**config.mk**
```make
export PLATFORM = sky130hd
export DESIGN_NAME = key_tx_buffer
export DESIGN_NICKNAME = d
export VERILOG_FILES = /design/src/rtl/key_tx_buffer.sv
export SDC_FILE = /design/constraint.sdc
export NUM_CORES = 1
export LEC_CHECK = 0
export CAP_MARGIN = 40
export CORE_ASPECT_RATIO = 1.1
export CORE_UTILIZATION = 35
export CTS_BUF_LIST = sky130_fd_sc_hd__clkbuf_8 sky130_fd_sc_hd__clkbuf_16
export CTS_CLUSTER_SIZE = 20
export DETAILED_ROUTE_END_ITERATION = 7
export PLACE_DENSITY = 0.53
export SETUP_SLACK_MARGIN = 0.3
export SYNTH_ARGS = -nofsm -noshare
export SYNTH_HDL_FRONTEND = slang
export SYNTH_SLANG_ARGS = --single-unit
export TNS_END_PERCENT = 20
```
**constraint.sdc**
```tcl
create_clock -name clk -period 8.9 [get_ports clk]
set_clock_uncertainty 0.1 [all_clocks]
set_input_delay 2.67 -clock clk [delete_from_list [all_inputs] [get_ports clk]]
set_output_delay 2.67 -clock clk [all_outputs]
set_load 0.005 [all_outputs]
```
**src/rtl/key_tx_buffer.sv**
```systemverilog
// Keypad byte FIFO that bursts its contents to a UART transmitter on a send request.
// A small FSM loads each byte, pulses tx_start, waits for the UART handshake, and repeats until the FIFO is empty.
module key_tx_buffer #(
  parameter int DEPTH       = 16,
  parameter int DATA_W      = 8,
  parameter int ACK_TIMEOUT = 15
) (
  input  logic                   clk,
  input  logic                   rst,
  input  logic [DATA_W-1:0]      wr_data,
  input  logic                   wr_valid,
  input  logic                   send,
  input  logic                   busy,
  output logic [DATA_W-1:0]      tx_data,
  output logic                   tx_start,
  output logic [$clog2(DEPTH):0] count,
  output logic                   full,
  output logic                   empty,
  output logic                   sending,
  output logic                   overflow
);

  localparam int AW = $clog2(DEPTH);
  localparam int TW = (ACK_TIMEOUT > 1) ? $clog2(ACK_TIMEOUT) : 1;

  localparam logic [AW:0]   FULL_COUNT   = (AW + 1)'(DEPTH);
  localparam logic [AW:0]   CNT_ONE      = (AW + 1)'(1);
  localparam logic [AW-1:0] PTR_ONE      = AW'(1);
  localparam logic [TW-1:0] TMR_ONE      = TW'(1);
  localparam logic [TW-1:0] TIMEOUT_LAST = TW'(ACK_TIMEOUT - 1);

  typedef enum logic [2:0] {
    IDLE,
    LOAD,
    START,
    WAIT_ACK,
    WAIT_DONE
  } state_t;

  state_t              state_q, state_d;
  logic [DATA_W-1:0]   mem_q [DEPTH];
  logic [AW-1:0]       wr_ptr_q, wr_ptr_d;
  logic [AW-1:0]       rd_ptr_q, rd_ptr_d;
  logic [AW:0]         count_q, count_d;
  logic                overflow_q, overflow_d;
  logic [DATA_W-1:0]   tx_data_q, tx_data_d;
  logic [TW-1:0]       tmr_q, tmr_d;
  logic                push, pop;

  assign full     = (count_q == FULL_COUNT);
  assign empty    = (count_q == '0);
  assign count    = count_q;
  assign overflow = overflow_q;
  assign tx_data  = tx_data_q;
  assign tx_start = (state_q == START);
  assign sending  = (state_q != IDLE);

  // A byte arriving while full is still accepted when the same cycle frees a slot.
  assign pop  = (state_q == LOAD) && !empty;
  assign push = wr_valid && (!full || pop);

  // NOTE: every signal assigned in an always_comb gets a default first, so no path leaves it unassigned and no latch is inferred.
  always_comb begin
    state_d = state_q;
    tmr_d   = tmr_q;
    unique case (state_q)
      IDLE:      if (send && !empty) state_d = LOAD;
      LOAD:      state_d = START;
      START: begin
        state_d = WAIT_ACK;
        tmr_d   = '0;
      end
      WAIT_ACK: begin
        if (busy || tmr_q == TIMEOUT_LAST) state_d = WAIT_DONE;
        else                               tmr_d   = tmr_q + TMR_ONE;
      end
      WAIT_DONE: if (!busy) state_d = empty ? IDLE : LOAD;
      default:   state_d = IDLE;
    endcase
  end

  always_comb begin
    wr_ptr_d   = push ? wr_ptr_q + PTR_ONE : wr_ptr_q;
    rd_ptr_d   = pop  ? rd_ptr_q + PTR_ONE : rd_ptr_q;
    tx_data_d  = pop  ? mem_q[rd_ptr_q]    : tx_data_q;
    overflow_d = overflow_q | (wr_valid & ~push);
    count_d    = count_q;
    if (push && !pop)      count_d = count_q + CNT_ONE;
    else if (!push && pop) count_d = count_q - CNT_ONE;
  end

  // NOTE: sequential state is updated only with non-blocking assignments so every register samples pre-edge values.
  always_ff @(posedge clk) begin
    if (rst) begin
      state_q    <= IDLE;
      wr_ptr_q   <= '0;
      rd_ptr_q   <= '0;
      count_q    <= '0;
      overflow_q <= 1'b0;
      tx_data_q  <= '0;
      tmr_q      <= '0;
    end else begin
      state_q    <= state_d;
      wr_ptr_q   <= wr_ptr_d;
      rd_ptr_q   <= rd_ptr_d;
      count_q    <= count_d;
      overflow_q <= overflow_d;
      tx_data_q  <= tx_data_d;
      tmr_q      <= tmr_d;
    end
  end

  // NOTE: the storage array has no reset; clearing the pointers and count makes old contents unreachable.
  always_ff @(posedge clk) begin
    if (push) mem_q[wr_ptr_q] <= wr_data;
  end

endmodule

```
==> out/qor.yml <==
swShare_pct: 26.1
die_area_um2: 18800
vias_per_cell: 5.12
nFillCells: 1646
postRouteAntennaNets: 0
clk_root_buffer_cell: "clkbuf_16"
drt_iter0_markers: 221
antenna_found_initial: 0
gp_congestion: 0.752
cp.required_ns: 9.11
die_y_um: 144
total_power_w: 0.00189
hpwl_um: 8730
min_from: "overflow"
clock_latency_ns: 0.42
critical_path_class: "in -> reg"
maxCapViolations: 0
routed_wl_um: 13500
die_w_um: 131
tns_ns: 0
grt_usage_pct: 15.7
fp.coreArea_um2: 17700
synthArstFlopShare_pct: 0
synth_area_um2: 6370
cts_buffer_depth: 2
post-route-period-util_pct: 56.4
port_buffers: 30
critPathMaxFanout: 7
dr.pass1.iters: 4
placed_area_um2: 6980
setup_viol: 0
startpoint: "wr_valid"
synth_seq_cells: 157
drv_slew: 0
post_cts_resized: 0
synth.top_cell.area_share_pct: 60.3
insertedDiodeCount: 0
synth_commonest_cells: "edfxtp_1 (128), nor2_1 (37), mux2i_1 (35), dfxtp_1 (29)"
rows: 51
drive_above_1_share_pct: 15.5
crit_path_end_kind: "flop"
synth_area_leader_cell: "edfxtp_1"
synthToLayoutAreaGrowth_pct: 17.9
worstHoldPathType: "reg -> reg"
yosysWarnings: 0
synth_edf_count: 128
period_minus_slack_ns: 5.02
slew_headroom_pct: 40.4
synth.avg_cell_area_um2: 15.5
grt_pass1_vias: 3687
ios: 31
yosysUniqueCellTypes: 47
cts_tree: "yes"
num_vias: 3604
overflow: 0
layout.nets: 478
cts_max_level: 4
power.switching_w: 0.000494
yosys-top-cells-area: "edfxtp_1 (60%), dfxtp_1 (9.1%), mux4_2 (5.7%)"
p_comb_share_pct: 18.7
path_clk_slew_ns: 0.06
powerDensity_nw_per_um2: 252
max_freq_mhz: 199
drc: 0
synthCells: 412
grt_max_degree: 51
crit_path_start_kind: "input port"
rsz0062_at_grt: "no"
initial_utilization_pct: 35.9
synthesis.nets: 437
yosysSeqAreaShare_pct: 69.4
arrival_ns: 5.23
ir_drop_mv: 0.145
synthFlopType: "edfxtp_1"
grt_pass1_wl_um: 20900
hold_violations: 0
cts_buffers: 17
power_frac_seq_pct: 46.3
worst_slew_pin_slew_ns: 0.891
p_leak_nw: 2.41
yosysMostFrequentCell: "edfxtp_1"
postCtsSetupRepairBufs: 0
cts.sinks: 157
timing.rr.start: "count[0]"
status: "complete, no violations"
hold_buffers: 0
routedWlPerCell_um: 19.2
power_report.internal_total_w: 0.00140
design_area_um2: 7520
pwr-share-clk_pct: 35.0
[per-stage QoR]
| stage | hold slack, ns | util [%] | setup slack, ns | cells |
|---|---|---|---|---|
| final | 0.381 | 42.4 | 3.88 | 704 |
| after floorplan | 0.360 | - | 4.26 | 412 |
| after global routing | 0.408 | 42.4 | 3.80 | 704 |
| after detailed placement | 0.372 | 39.3 | 3.47 | 672 |
| after CTS | 0.388 | 42.4 | 3.92 | 704 |
| after global placement | 0.350 | 39.0 | 3.50 | 663 |
[layout by cell type, fill, tap and decap left out, types with 6 or more instances in the layout]
master             n
a21oi_1           14
a22oi_1            8
buf_4             12
clkbuf_16         17
clkdlybuf4s50_1   30
clkinv_2           6
dfxtp_1           28
edfxtp_1         128
ha_1              11
inv_1              8
mux2i_1           35
mux4_2            16
nand2_1           11
nor2_1            37
nor3_1            14
o21ai_0            9
o22ai_1           16
[cell type report]
class	count	area [µm²]	share of cell area, %
sequential	157	4430	58.9
multi-input combinational	226	1830	24.3
clock buffer	18	439	5.84
timing repair buffer	44	400	5.33
tap	238	298	3.96
clock inverter	14	104	1.38
inverter	7	26.3	0.349
[flip-flops by register name, summed over array words and instances (netlist names)]
register and cells:
count 5, mem_q 128, overflow 1, rd_ptr_q 4, state_q 3, tmr_q 4
tx_data 8, wr_ptr_q 4
[path summary, 6_finish.rpt]
check / endpoint / slack (ns) / cells past startpoint
setup / recovery: count[4] / 3.88 / 9
hold / removal: overflow / 0.38 / 2
setup reg to reg: count[4] / 5.36 / 10
hold reg to reg: overflow / 0.38 / 2
[layer usage]
metal / global-route usage, % / up-vias / routed length [µm]
li1: - / 1673 / -
met1: 19.2 / 1827 / 5720
met2: 26.3 / 84 / 6960
met3: 3.39 / 20 / 551
met4: 7.56 / 0 / 312
met5: 0 / - / 0
[worst max-delay path, stage by stage]
cell	delay, ns
clkdlybuf4s50_1	0.53
o31a_1	0.36
ha_1	0.22
inv_1	0.10
fa_1	0.42
a21o_1	0.20
a21oi_1	0.16
mux2i_1	0.22
mux2_2	0.34
[cell families after synthesis]
family	Yosys count	share of synthesized area (%)
flip-flops	157	69.4
AND/OR/NAND/NOR	87	6.77
AO/OA/AOI/OAI	66	6.73
multiplexers	53	11.6
buffers and inverters	29	1.96
adder cells (fa/ha/maj)	12	2.47
XOR/XNOR	8	1.10
[power by group through the flow]
stage / registers [W] / clock network [W] / logic (W)
floorplan: 0.000883 / 0 / 0.000237
global placement: 0.000892 / 0 / 0.000354
detailed placement: 0.000893 / 0 / 0.000359
CTS: 0.000877 / 0.000678 / 0.000361
global route: 0.000883 / 0.000705 / 0.000395
finish: 0.000876 / 0.000663 / 0.000355
Note: power is estimated with default switching activity, not from simulation.
